**config.mk**
```make
export PLATFORM = sky130hd
export DESIGN_NAME = dmem_arbiter
export DESIGN_NICKNAME = d
export VERILOG_FILES = /design/src/rtl/dmem_arbiter.sv
export SDC_FILE = /design/constraint.sdc
export NUM_CORES = 1
export LEC_CHECK = 0
export CAP_MARGIN = 20
export CORE_MARGIN = 10
export CORE_UTILIZATION = 42
export CTS_BUF_LIST = sky130_fd_sc_hd__clkbuf_2 sky130_fd_sc_hd__clkbuf_4 sky130_fd_sc_hd__clkbuf_8
export CTS_CLUSTER_SIZE = 30
export DETAILED_ROUTE_END_ITERATION = 7
export HOLD_SLACK_MARGIN = 0.08
export PLACE_DENSITY = 0.88
export SYNTH_ARGS = -nofsm -noshare
export SYNTH_HDL_FRONTEND = slang
export SYNTH_SLANG_ARGS = --single-unit
```
**constraint.sdc**
```tcl
create_clock -name clk -period 5.2 [get_ports clk]
set_clock_uncertainty 0.1 [all_clocks]
set_input_delay 1.04 -clock clk [delete_from_list [all_inputs] [get_ports clk]]
set_output_delay 1.04 -clock clk [all_outputs]
set_load 0.02 [all_outputs]
```
**src/rtl/dmem_arbiter.sv**
```systemverilog
// Arbitrates the single-port dmem between the pipeline (priority, misaligned loads split in two beats) and a debug/DMA port.
// Latency: aligned P and D accesses take 0 cycles (combinational); misaligned loads take 2; D read data is registered (1 cycle).
// Backpressure: P_Stall holds the pipeline; D waits for D_Gnt and is force-granted after MAX_WAIT denied cycles.
module dmem_arbiter #(
    parameter int MAX_WAIT = 4,
    parameter int CNT_W    = 16
) (
    input  logic             clk,
    input  logic             reset,
    input  logic             P_Val,
    input  logic             P_Wr,
    input  logic [31:0]      P_Adr,
    input  logic [31:0]      P_WrDat,
    output logic [31:0]      P_RdDat,
    output logic             P_Stall,
    input  logic             D_Req,
    input  logic             D_Wr,
    input  logic [31:0]      D_Adr,
    input  logic [31:0]      D_WrDat,
    output logic             D_Gnt,
    output logic             D_RdVal,
    output logic [31:0]      D_RdDat,
    output logic             Mem_WrEn,
    output logic [31:0]      Mem_Adr,
    output logic [31:0]      Mem_WrDat,
    input  logic [31:0]      Mem_RdDat,
    output logic [CNT_W-1:0] ContCnt
);

    typedef enum logic {IDLE, P_HI} state_t;

    state_t      state;
    logic [3:0]  wait_cnt;
    logic [31:0] lo_buf;
    logic [1:0]  off;
    logic [31:0] base;
    logic [5:0]  sh;
    logic        force_d;
    logic        d_srv;
    logic        p_split;
    logic [3:0]  wait_inc;
    logic        unused_d_adr;

    assign off          = P_Adr[1:0];
    assign base         = {P_Adr[31:2], 2'b00};
    assign sh           = {1'b0, off, 3'b000};
    assign unused_d_adr = ^D_Adr[1:0];

    assign force_d  = (state == IDLE) && (wait_cnt == 4'(MAX_WAIT)) && D_Req;
    assign d_srv    = !reset && (state == IDLE) && D_Req && (force_d || !P_Val);
    assign p_split  = P_Val && !P_Wr && (off != 2'b00);
    assign wait_inc = (wait_cnt == 4'(MAX_WAIT)) ? wait_cnt : wait_cnt + 4'd1;

    assign D_Gnt     = d_srv;
    assign Mem_WrDat = d_srv ? D_WrDat : P_WrDat;
    assign Mem_WrEn  = d_srv ? D_Wr : (!reset && (state == IDLE) && P_Val && P_Wr);
    assign P_Stall   = !reset && (state == IDLE) && P_Val && (force_d || p_split);

    always_comb begin
        Mem_Adr = base;
        if (state == P_HI) begin
            Mem_Adr = base + 32'd4;
        end else if (d_srv) begin
            Mem_Adr = {D_Adr[31:2], 2'b00};
        end
    end

    // Big-endian merge; a shift of 32 (off == 0) yields zero, so no special case.
    assign P_RdDat = (state == P_HI) ? ((lo_buf << sh) | (Mem_RdDat >> (6'd32 - sh)))
                                     : Mem_RdDat;

    always_ff @(posedge clk) begin
        if (reset) begin
            state    <= IDLE;
            wait_cnt <= 4'd0;
            lo_buf   <= 32'd0;
            D_RdVal  <= 1'b0;
            D_RdDat  <= 32'd0;
            ContCnt  <= '0;
        end else begin
            D_RdVal <= d_srv && !D_Wr;
            if (d_srv && !D_Wr) begin
                D_RdDat <= Mem_RdDat;
            end
            case (state)
                IDLE: begin
                    if (force_d) begin
                        wait_cnt <= 4'd0;
                        if (P_Val) begin
                            ContCnt <= ContCnt + 1'b1;
                        end
                    end else if (P_Val) begin
                        if (p_split) begin
                            lo_buf <= Mem_RdDat;
                            state  <= P_HI;
                        end
                        if (D_Req) begin
                            wait_cnt <= wait_inc;
                        end
                    end else if (D_Req) begin
                        wait_cnt <= 4'd0;
                    end
                end
                P_HI: begin
                    state <= IDLE;
                    if (D_Req) begin
                        wait_cnt <= wait_inc;
                    end
                end
                default: state <= IDLE;
            endcase
        end
    end

endmodule
```
==> flow_metrics.env, run 1 <==
export IMPL_nNetsFinal=1309
export IMPL_nFillCells=1190
export IMPL_yosys_area_top_type_share=0.2727
export IMPL_tns_ns=0
export IMPL_comb_power_share=0.337
export IMPL_fin_crit_sh=0.9686
export IMPL_start_util=0.4310
export IMPL_root_buffer="clkbuf_8"
export IMPL_async_reset_ff_frac=0
export IMPL_dieWidth_um=142.6
export IMPL_die_area_mm2=0.02033
export IMPL_grt_max_degree=99
export IMPL_vias_per_cell=5.875
export IMPL_cp_slowest_cell="clkdlybuf4s50_1"
export IMPL_outcome="complete, no violations"
export IMPL_critPathMostFrequentCell="clkdlybuf4s50_1"
export IMPL_synth_distinct_cells=58
export IMPL_hold_class="reg -> reg"
export IMPL_synthCells=862
export IMPL_synthFlopType="dfxtp_1"
export IMPL_hold_violations=0
export IMPL_reg2reg_depth=9
export IMPL_seqPwrFrac=0.356
export IMPL_ios=314
export IMPL_clock_latency_ns=0.37
export IMPL_synth_area_per_cell_um2=7.323
export IMPL_hold_buffers=0
export IMPL_peakVddDrop_mv=0.1673
export IMPL_drtIter0Drc=1037
export IMPL_final_cells=1327
export IMPL_hold_path_startpoint="D_RdDat[12]"
export IMPL_dp_cells=1310
export IMPL_arrival_ns=3.90
export IMPL_cellPowerDensity_mw_per_mm2=198.4
export IMPL_ctsHtreeMaxLevel=3
export IMPL_critPathLaunchType="primary input"
export IMPL_drv_slew=0
export IMPL_cap_violations=0
export IMPL_max_stage_delay_ns=0.65
export IMPL_fp_row_count=44
export IMPL_drive_gt1_frac=0.08224
export IMPL_ys_top_cells_by_area="dfxtp_1 27%, nand2_1 9.9%, a21oi_1 7.3%, mux2i_1 6.8%, mux2_2 6.2%"
export IMPL_power_switching_share=0.3143
export IMPL_worstSetupStartpoint="P_Adr[2]"
export IMPL_gp_congestion=0.9602
export IMPL_clock_sinks=86
export IMPL_ys_warn_count=0
export IMPL_endpoint_kind="output pin"
export IMPL_critPathBufInv=2
export IMPL_critPathTopFamily="buffers and inverters"
export IMPL_p_int_uw=1339
export IMPL_cts_resized=0
export IMPL_wl_per_cell_um=21.21
export IMPL_worstPathCellList="clkdlybuf4s50_1 -> ha_1 -> nand3_2 -> or4_4 -> or4_1 -> a31oi_1 -> clkdlybuf4s50_1"
export IMPL_detailedPlace_worstSlack_ns=0.1853
export IMPL_grt_pass1_vias=7357
export IMPL_worst_endpoint_required_ns=4.06
export IMPL_seq_area_mm2=0.001725
export IMPL_timing_rr_start="wait_cnt[0]"
export IMPL_io_buffers=309
export IMPL_die_h_um=142.6
export IMPL_ys_seq_elements=86
export IMPL_dp_hpwl_um=21540
export IMPL_antenna_found_initial=0
export IMPL_clk_path_buf_depth=2
export IMPL_p_clk_frac=0.307
export IMPL_leakage_uw=0.003519
export IMPL_ant_nets=0
export IMPL_cp_max_fo=13
export IMPL_drcViolationCount=0
export IMPL_dr_total_vias=7796
export IMPL_ff2ff_setup_slack_ns=2.22
export IMPL_yosys_area_top_type="dfxtp_1"
export IMPL_cts_tree="done"
export IMPL_grt_pass1_wl_um=43170
export IMPL_setup_slack_ns=0.1634
export IMPL_setup_viol=0
export IMPL_post_route_min_period_ns=5.037
export IMPL_finalWirelength_um=28150
export IMPL_syn_to_final_growth_pct=55.92
export IMPL_multi_input_area_mm2=0.004131
export IMPL_tightestPinTransition_ns=1.016
export IMPL_power_switching_uw=613.8
export IMPL_clkTransAtPathRegs_ns=0.09
export IMPL_synth_cell_area_mm2=0.006312
export IMPL_post_cts_buffers=0
export IMPL_rsz0062_at_grt="no"
export IMPL_grt_usage=0.2639
export IMPL_crit_end="Mem_Adr[24]"
export IMPL_dr_pass1_iters=5
export IMPL_path_class="in -> out"
export IMPL_ys_seq_area_frac=0.2727
export IMPL_core_mm2=0.01464
export IMPL_rr_endpoint="D_RdDat[14]"
export IMPL_cp_depth=7
export IMPL_slew_limit_headroom=0.3228
export IMPL_diodes=0
export IMPL_synth_edf_count=0
export IMPL_fmax_ghz=0.1985
export IMPL_grt_overflow_total=0
export IMPL_cts_made_buffers=9
-- worst reg2reg max path, stage by stage, from the launching register on --
cell	delay, ns
dfxtp_1	0.35
inv_1	0.09
ha_1	0.21
nand3b_1	0.09
buf_4	0.23
a2111o_1	0.56
buf_16	0.22
inv_1	0.71
nand2_1	0.20
a21oi_1	0.16
-- registers in the layout, summed over array words and instances, names as in the netlist --
signal / count
D_RdVal: 1
ContCnt: 16
wait_cnt: 4
state: 1
lo_buf: 32
D_RdDat: 32
-- worst min-delay path by stage --
stage                     slack [ns]           to  cells after the start
after floorplan                 0.34   lo_buf[24]                      2
final                           0.36  D_RdDat[12]                      2
after global placement          0.34   D_RdDat[1]                      2
after detailed placement        0.35  D_RdDat[14]                      2
after CTS                       0.36  D_RdDat[14]                      2
after global routing            0.37  D_RdDat[14]                      2
-- synthesized netlist by cell type, drive strengths merged (5+ instances only) --
library cell,n
a211oi,27
nand2b,5
xor2,5
o22ai,13
nand3,14
a21oi,92
ha,5
a221o,10
inv,43
a32o,8
nand4,13
o31ai,13
a31oi,16
o21ai,29
nand2,167
nor3,10
or3,9
nor4,11
a22o,10
xnor2,13
nor2b,13
clkbuf,55
and3,10
nor2,29
or4,15
a22oi,8
mux2,36
mux2i,43
dfxtp,86
o221ai,9
buf,19
-- per-stage QoR --
step | util | cell area (um2) | hold WS (ns) | total power (uW)
finish | 0.6721 | 9842 | 0.3596 | 1953
global route | 0.6721 | 9842 | 0.3724 | 2027
CTS | 0.6702 | 9814 | 0.3612 | 1951
detailed placement | 0.6529 | 9562 | 0.3481 | 1358
global placement | 0.6529 | 9562 | 0.3409 | 1347
floorplan | - | 6316 | 0.3357 | 1006
-- power groups by stage --
stage,clock network [uW],registers [uW],logic [uW]
after CTS,604,695,652
after global placement,0,709,638
after detailed placement,0,710,648
after floorplan,0,706,300
after global routing,633,698,696
final,599,695,658
-- metal layers --
layer  global-route usage  vias up  routed length [um]
li1                     -     3664                   -
met1               0.3335     3646               11180
met2               0.4254      440               13220
met3              0.07844       46                2984
met4              0.07546        0                 759
met5                    0        -                   0
-- logic make-up after synthesis --
logic type / share of synthesized area
AOI/OAI and AO/OA: 0.2561
xor gates and xnor gates: 0.02498
adders and majority gates: 0.009911
buffers and inverters: 0.07631
DFF: 0.2727
muxes: 0.1324
other: 0.0005941
and+or+nand+nor: 0.2270
-- cell type report --
type / count / area share
multi-input cells: 658 / 0.4198
clock buffers: 10 / 0.01398
well taps: 184 / 0.02339
clock inverters: 6 / 0.01170
repair buffers: 338 / 0.3387
flip-flops and latches: 86 / 0.1753
inverters: 45 / 0.01716
-- cells in the final DEF, fill, tap and decap left out, drive strengths merged, types with 8 or more instances in the layout --
master,n
clkdlybuf4s50,307
nand2,167
a21oi,92
dfxtp,86
inv,45
mux2i,43
mux2,36
buf,31
nor2,29
o21ai,29
a211oi,27
a31oi,16
or4,15
nand3,14
xnor2,13
nand4,13
o31ai,13
nor2b,13
o22ai,13
nor4,11
nor3,10
a221o,10
a22o,10
clkbuf,10
and3,10
or3,9
o221ai,9
a32o,8
a22oi,8
Power figures use the tool's default switching activity.
==> run 2: changes to the inputs <==
--- a/config.mk
+++ b/config.mk
@@ -13,6 +13,7 @@
 export DETAILED_ROUTE_END_ITERATION = 7
 export HOLD_SLACK_MARGIN = 0.08
 export PLACE_DENSITY = 0.88
+export SETUP_SLACK_MARGIN = 0.2
 export SYNTH_ARGS = -nofsm -noshare
 export SYNTH_HDL_FRONTEND = slang
 export SYNTH_SLANG_ARGS = --single-unit
==> run 2 against run 1 <==
Fmax is 3.4% higher. Via count fell by 0.19%. Hold slack about the same. Highest routed layer unchanged. Combinational power is essentially flat. Total power barely moved. Critical path type unchanged. Critical path depth down 1. Die area is the same. Global-route usage did not move. Critical endpoint is now Mem_Adr[27]. Non-clock buffer count stayed put.
==> flow_metrics.env, run 2 (synthesis gave the netlist of run 1 again) <==
export IMPL_outcome="complete, no violations"
export IMPL_dr_wl_met3_um=2915
export IMPL_syn_to_final_growth_pct=56.27
export IMPL_slew_limit_headroom=0.3189
export IMPL_fin_crit_sh=0.9364
export IMPL_fp_row_count=44
export IMPL_die_area_mm2=0.02033
export IMPL_dr_total_vias=7781
export IMPL_core_mm2=0.01464
export IMPL_clk_path_buf_depth=2
export IMPL_tightestPinTransition_ns=1.022
export IMPL_dr_pass1_iters=5
export IMPL_ant_nets=0
export IMPL_drcViolationCount=0
export IMPL_cts_made_buffers=9
export IMPL_clock_sinks=86
export IMPL_clkTransAtPathRegs_ns=0.09
export IMPL_detailedPlace_worstSlack_ns=0.1853
export IMPL_grt_max_degree=99
export IMPL_dp_hpwl_um=21540
export IMPL_wl_met1_um=11330
export IMPL_endpoint_kind="output pin"
export IMPL_drive_gt1_frac=0.08311
export IMPL_grt_overflow_total=0
export IMPL_rsz0062_at_grt="no"
export IMPL_cp_max_fo=8
export IMPL_clock_latency_ns=0.38
export IMPL_hold_violations=0
export IMPL_grt_pass1_wl_um=43130
export IMPL_ios=314
export IMPL_max_stage_delay_ns=0.64
export IMPL_post_route_min_period_ns=4.869
export IMPL_arrival_ns=3.73
export IMPL_diodes=0
export IMPL_gp_congestion=0.9602
export IMPL_start_util=0.4310
export IMPL_fmax_ghz=0.2054
export IMPL_die_h_um=142.6
export IMPL_wl_per_cell_um=21.26
export IMPL_hold_path_startpoint="D_RdDat[14]"
export IMPL_drtIter0Drc=1063
export IMPL_cap_violations=0
export IMPL_hold_buffers=0
export IMPL_cellPowerDensity_mw_per_mm2=197.8
export IMPL_dieWidth_um=142.6
export IMPL_critPathMostFrequentCell="clkdlybuf4s50_1"
export IMPL_critPathLaunchType="primary input"
export IMPL_antenna_found_initial=0
export IMPL_io_buffers=309
export IMPL_final_cell_mix="298 x clkdlybuf4s50_1, 166 x nand2_1, 92 x a21oi_1"
export IMPL_reg_top3="D_RdDat: 32 flops, lo_buf: 32 flops, ContCnt: 16 flops"
export IMPL_final_common_cell="clkdlybuf4s50_1"
export IMPL_hold_class="reg -> reg"
export IMPL_ctsHtreeMaxLevel=3
export IMPL_root_buffer="clkbuf_8"
export IMPL_grt_pass1_vias=7360
export IMPL_vias_per_cell=5.864
export IMPL_finalWirelength_um=28210
export IMPL_peakVddDrop_mv=0.1674
export IMPL_grt_usage=0.2639
export IMPL_tns_ns=0
export IMPL_cts_tree="done"
export IMPL_worstSetupStartpoint="P_Adr[6]"
export IMPL_worst_endpoint_required_ns=4.06
export IMPL_timing_rr_start="wait_cnt[0]"
export IMPL_cp_slowest_cell="or4_4"
export IMPL_worstPathCellList="clkdlybuf4s50_1 -> nand4_1 -> or4_4 -> or4_1 -> a31oi_1 -> clkdlybuf4s50_1"
export IMPL_leakage_uw=0.003596
export IMPL_wl_met2_um=13160
export IMPL_top_layer_used="met4"
export IMPL_hold_ws_ns=0.3600
export IMPL_nNetsFinal=1309
export IMPL_drv_slew=0
export IMPL_setup_slack_ns=0.3308
export IMPL_path_class="in -> out"
export IMPL_setup_viol=0
-- run 2: metal layers --
metal | GRT usage | up-vias
met1 | 0.3327 | 3651
li1 | - | 3664
met3 | 0.07944 | 49
met5 | 0 | -
met4 | 0.07546 | 0
met2 | 0.4257 | 417
-- run 2: critical path, delay by kind of cell --
kind | cells | cell delay (ns)
AO/OA/AOI/OAI | 1 | 0.18
buffers and inverters | 2 | 1.20
AND/OR/NAND/NOR | 3 | 1.30
-- run 2: path summary, 6_finish.rpt --
| path | slack (ns) | end | cells after the start |
|---|---|---|---|
| worst max register to register | 2.20 | D_RdDat[14] | 9 |
| worst max-delay path | 0.33 | Mem_Adr[27] | 6 |
| worst min register to register | 0.36 | D_RdDat[14] | 2 |
| worst min-delay path | 0.36 | D_RdDat[14] | 2 |
-- run 2: layout make-up --
class                      count  area, um2
clock buffer                  10      137.6
clock inverter                 6      115.1
fill                        1186       4780
inverter                      45      168.9
multi-input combinational    658       4135
sequential                    86       1725
tap                          184      230.2
timing repair buffer         338       3352
-- run 2: what timing repair did --
item,in CTS,in global routing
buffers inserted,0,0
hold endpoints to repair,0,0
resized for setup,2,8
endpoints found under the setup margin,2,8
-- run 2: report_power, final --
| group | internal (uW) | total [uW] | switching (uW) |
|---|---|---|---|
| clock network | 336 | 599 | 264 |
| registers | 675 | 695 | 20.3 |
| logic | 326 | 656 | 330 |
| total | 1340 | 1950 | 614 |
-- run 2: metrics by stage --
stage	instance area (um2)	utilization	cells	total power, uW
final	9864	0.6736	1327	1951
after global routing	9864	0.6736	1327	2025
after CTS	9817	0.6704	1326	1950
after detailed placement	9562	0.6529	1310	1358
after global placement	9562	0.6529	1310	1347
after floorplan	6316	-	863	1006
==> run 3: changes to the inputs <==
--- a/config.mk
+++ b/config.mk
@@ -7,13 +7,14 @@
 export LEC_CHECK = 0
 export CAP_MARGIN = 20
 export CORE_MARGIN = 10
-export CORE_UTILIZATION = 42
+export CORE_UTILIZATION = 45
 export CTS_BUF_LIST = sky130_fd_sc_hd__clkbuf_2 sky130_fd_sc_hd__clkbuf_4 sky130_fd_sc_hd__clkbuf_8
 export CTS_CLUSTER_SIZE = 30
 export DETAILED_ROUTE_END_ITERATION = 7
 export HOLD_SLACK_MARGIN = 0.08
-export PLACE_DENSITY = 0.88
+export PLACE_DENSITY = 0.93
 export SETUP_SLACK_MARGIN = 0.2
+export SLEW_MARGIN = 15
 export SYNTH_ARGS = -nofsm -noshare
 export SYNTH_HDL_FRONTEND = slang
 export SYNTH_SLANG_ARGS = --single-unit
==> constraint.sdc (replaced) <==
create_clock -name clk -period 5.7 [get_ports clk]
set_clock_uncertainty 0.1 [all_clocks]
set_input_delay 1.14 -clock clk [delete_from_list [all_inputs] [get_ports clk]]
set_output_delay 1.14 -clock clk [all_outputs]
set_load 0.02 [all_outputs]
==> run 3 against run 2 <==
First-iteration DRC count fell by 18%. Worst setup slack better by 0.024 ns. Routed wire length decreased by 0.13%.
==> flow_metrics.env, run 3 (synthesis gave the netlist of run 1 again) <==
export IMPL_dr_pass1_iters=5
export IMPL_detailedPlace_worstSlack_ns=0.3133
export IMPL_ctsHtreeMaxLevel=3
export IMPL_hold_violations=0
export IMPL_hold_depth=2
export IMPL_power_uw=1665
export IMPL_reg2reg_depth=8
export IMPL_hold_buffers=0
export IMPL_rsz0062_at_grt="no"
export IMPL_critPathBufInv=2
export IMPL_clk_path_buf_depth=2
export IMPL_io_buffers=309
export IMPL_wl_per_cell_um=21.46
export IMPL_worstPathCellList="clkdlybuf4s50_1 -> ha_1 -> nand3_2 -> or4_4 -> or4_1 -> a31oi_1 -> clkdlybuf4s50_1"
export IMPL_max_stage_delay_ns=0.64
export IMPL_setup_slack_ns=0.3543
export IMPL_ios=314
export IMPL_fp_row_count=43
export IMPL_finalWirelength_um=28180
export IMPL_worst_endpoint_required_ns=4.46
export IMPL_critPathLaunchType="primary input"
export IMPL_grt_max_degree=91
export IMPL_diodes=0
export IMPL_hold_class="reg -> reg"
export IMPL_root_buffer="clkbuf_8"
export IMPL_critPathTopFamily="simple AND/OR/NAND/NOR gates"
export IMPL_cts_tree="done"
export IMPL_drv_slew=0
export IMPL_cts_resized=0
export IMPL_peakVddDrop_mv=0.1494
export IMPL_drcViolationCount=0
export IMPL_endpoint_kind="output pin"
export IMPL_ant_nets=0
export IMPL_syn_to_final_growth_pct=53.56
export IMPL_final_common_cell="clkdlybuf4s50_1"
export IMPL_grt_usage=0.2715
export IMPL_cts_made_buffers=9
export IMPL_path_class="in -> out"
export IMPL_fin_crit_sh=0.9378
export IMPL_grt_overflow_total=0
export IMPL_die_area_mm2=0.01916
export IMPL_setup_viol=0
export IMPL_tns_ns=0
export IMPL_fmax_ghz=0.1871
export IMPL_dieWidth_um=138.4
export IMPL_core_mm2=0.01383
export IMPL_tightestPinTransition_ns=0.9993
export IMPL_drive_gt1_frac=0.07414
export IMPL_vias_per_cell=5.941
export IMPL_nNetsFinal=1299
export IMPL_clock_sinks=86
export IMPL_arrival_ns=4.11
export IMPL_clkTransAtPathRegs_ns=0.08
export IMPL_critPathMostFrequentCell="clkdlybuf4s50_1"
export IMPL_final_cell_mix="306 x clkdlybuf4s50_1, 166 x nand2_1, 92 x a21oi_1"
export IMPL_reg_top3="D_RdDat: 32 flops, lo_buf: 32 flops, ContCnt: 16 flops"
export IMPL_slew_limit_headroom=0.3331
export IMPL_cp_slowest_cell="or4_4"
export IMPL_post_route_min_period_ns=5.346
export IMPL_die_h_um=138.4
export IMPL_antenna_found_initial=1
export IMPL_cp_max_fo=13
export IMPL_cap_violations=0
export IMPL_gp_congestion=0.9931
export IMPL_cp_depth=7
export IMPL_leakage_uw=0.003459
export IMPL_drtIter0Drc=870
export IMPL_outcome="complete, no violations"
export IMPL_grt_pass1_vias=7272
export IMPL_start_util=0.4565
export IMPL_post_cts_buffers=0
export IMPL_dr_total_vias=7801
export IMPL_grt_pass1_wl_um=42870
export IMPL_clock_latency_ns=0.35
export IMPL_cellPowerDensity_mw_per_mm2=171.7
export IMPL_dp_hpwl_um=21720
-- run 3: cell count changes in the layout (fill, tap and decap cells not counted), moves of 2 or more --
cell / delta
buf_4: -10
clkdlybuf4s50_1: +8
dlymetal6s2s_1: -7
bufinv_16: -2
clkbuf_4: +2
clkinv_2: +2
-- run 3: metal layers --
metal  track usage  part of all wire  up-vias
met5             0           0.00046        -
met4       0.07880             0.028        2
met3       0.09007              0.11       52
met2        0.4372              0.47      441
met1        0.3364              0.39     3653
li1              -                 -     3653
-- run 3: final cells by class --
cell class | count | area, um2
fill | 1082 | 4134
timing repair buffer | 328 | 3248
multi-input combinational | 658 | 4131
sequential | 86 | 1723
clock inverter | 5 | 57.56
inverter | 45 | 168.9
tap | 180 | 225.2
clock buffer | 11 | 138.9
-- run 3: power by group --
group / leakage [uW] / total, uW / switching (uW) / internal (uW)
sequential: 0.000698 / 629 / 13.0 / 616
combinational: 0.00266 / 601 / 306 / 295
clock: 0.000105 / 435 / 220 / 214
total: 0.00346 / 1660 / 539 / 1130
-- run 3: metrics by stage --
| stage | area, um2 | std cells | hold slack [ns] | util |
|---|---|---|---|---|
| 6_report | 9693 | 1313 | 0.3573 | 0.7010 |
| 5_1_grt | 9693 | 1313 | 0.3787 | 0.7010 |
| 4_1_cts | 9676 | 1312 | 0.3582 | 0.6998 |
| 3_5_place_dp | 9479 | 1296 | 0.3466 | 0.6855 |
| 3_3_place_gp | 9479 | 1296 | 0.3412 | 0.6855 |
| 2_1_floorplan | 6316 | 863 | 0.3357 | - |
-- run 3: final timing paths --
kind / to / startpoint / slack (ns)
setup / recovery: Mem_Adr[30] / P_Adr[2] / 0.35
hold / removal: D_RdDat[7] / D_RdDat[7] / 0.36
setup reg to reg: D_RdDat[31] / wait_cnt[0] / 2.74
hold reg to reg: D_RdDat[7] / D_RdDat[7] / 0.36
-- run 3: worst min-delay path: stages, from the launching register on --
cell,delay (ns)
dfxtp_1,0.32
nand2_1,0.05
a21oi_1,0.05
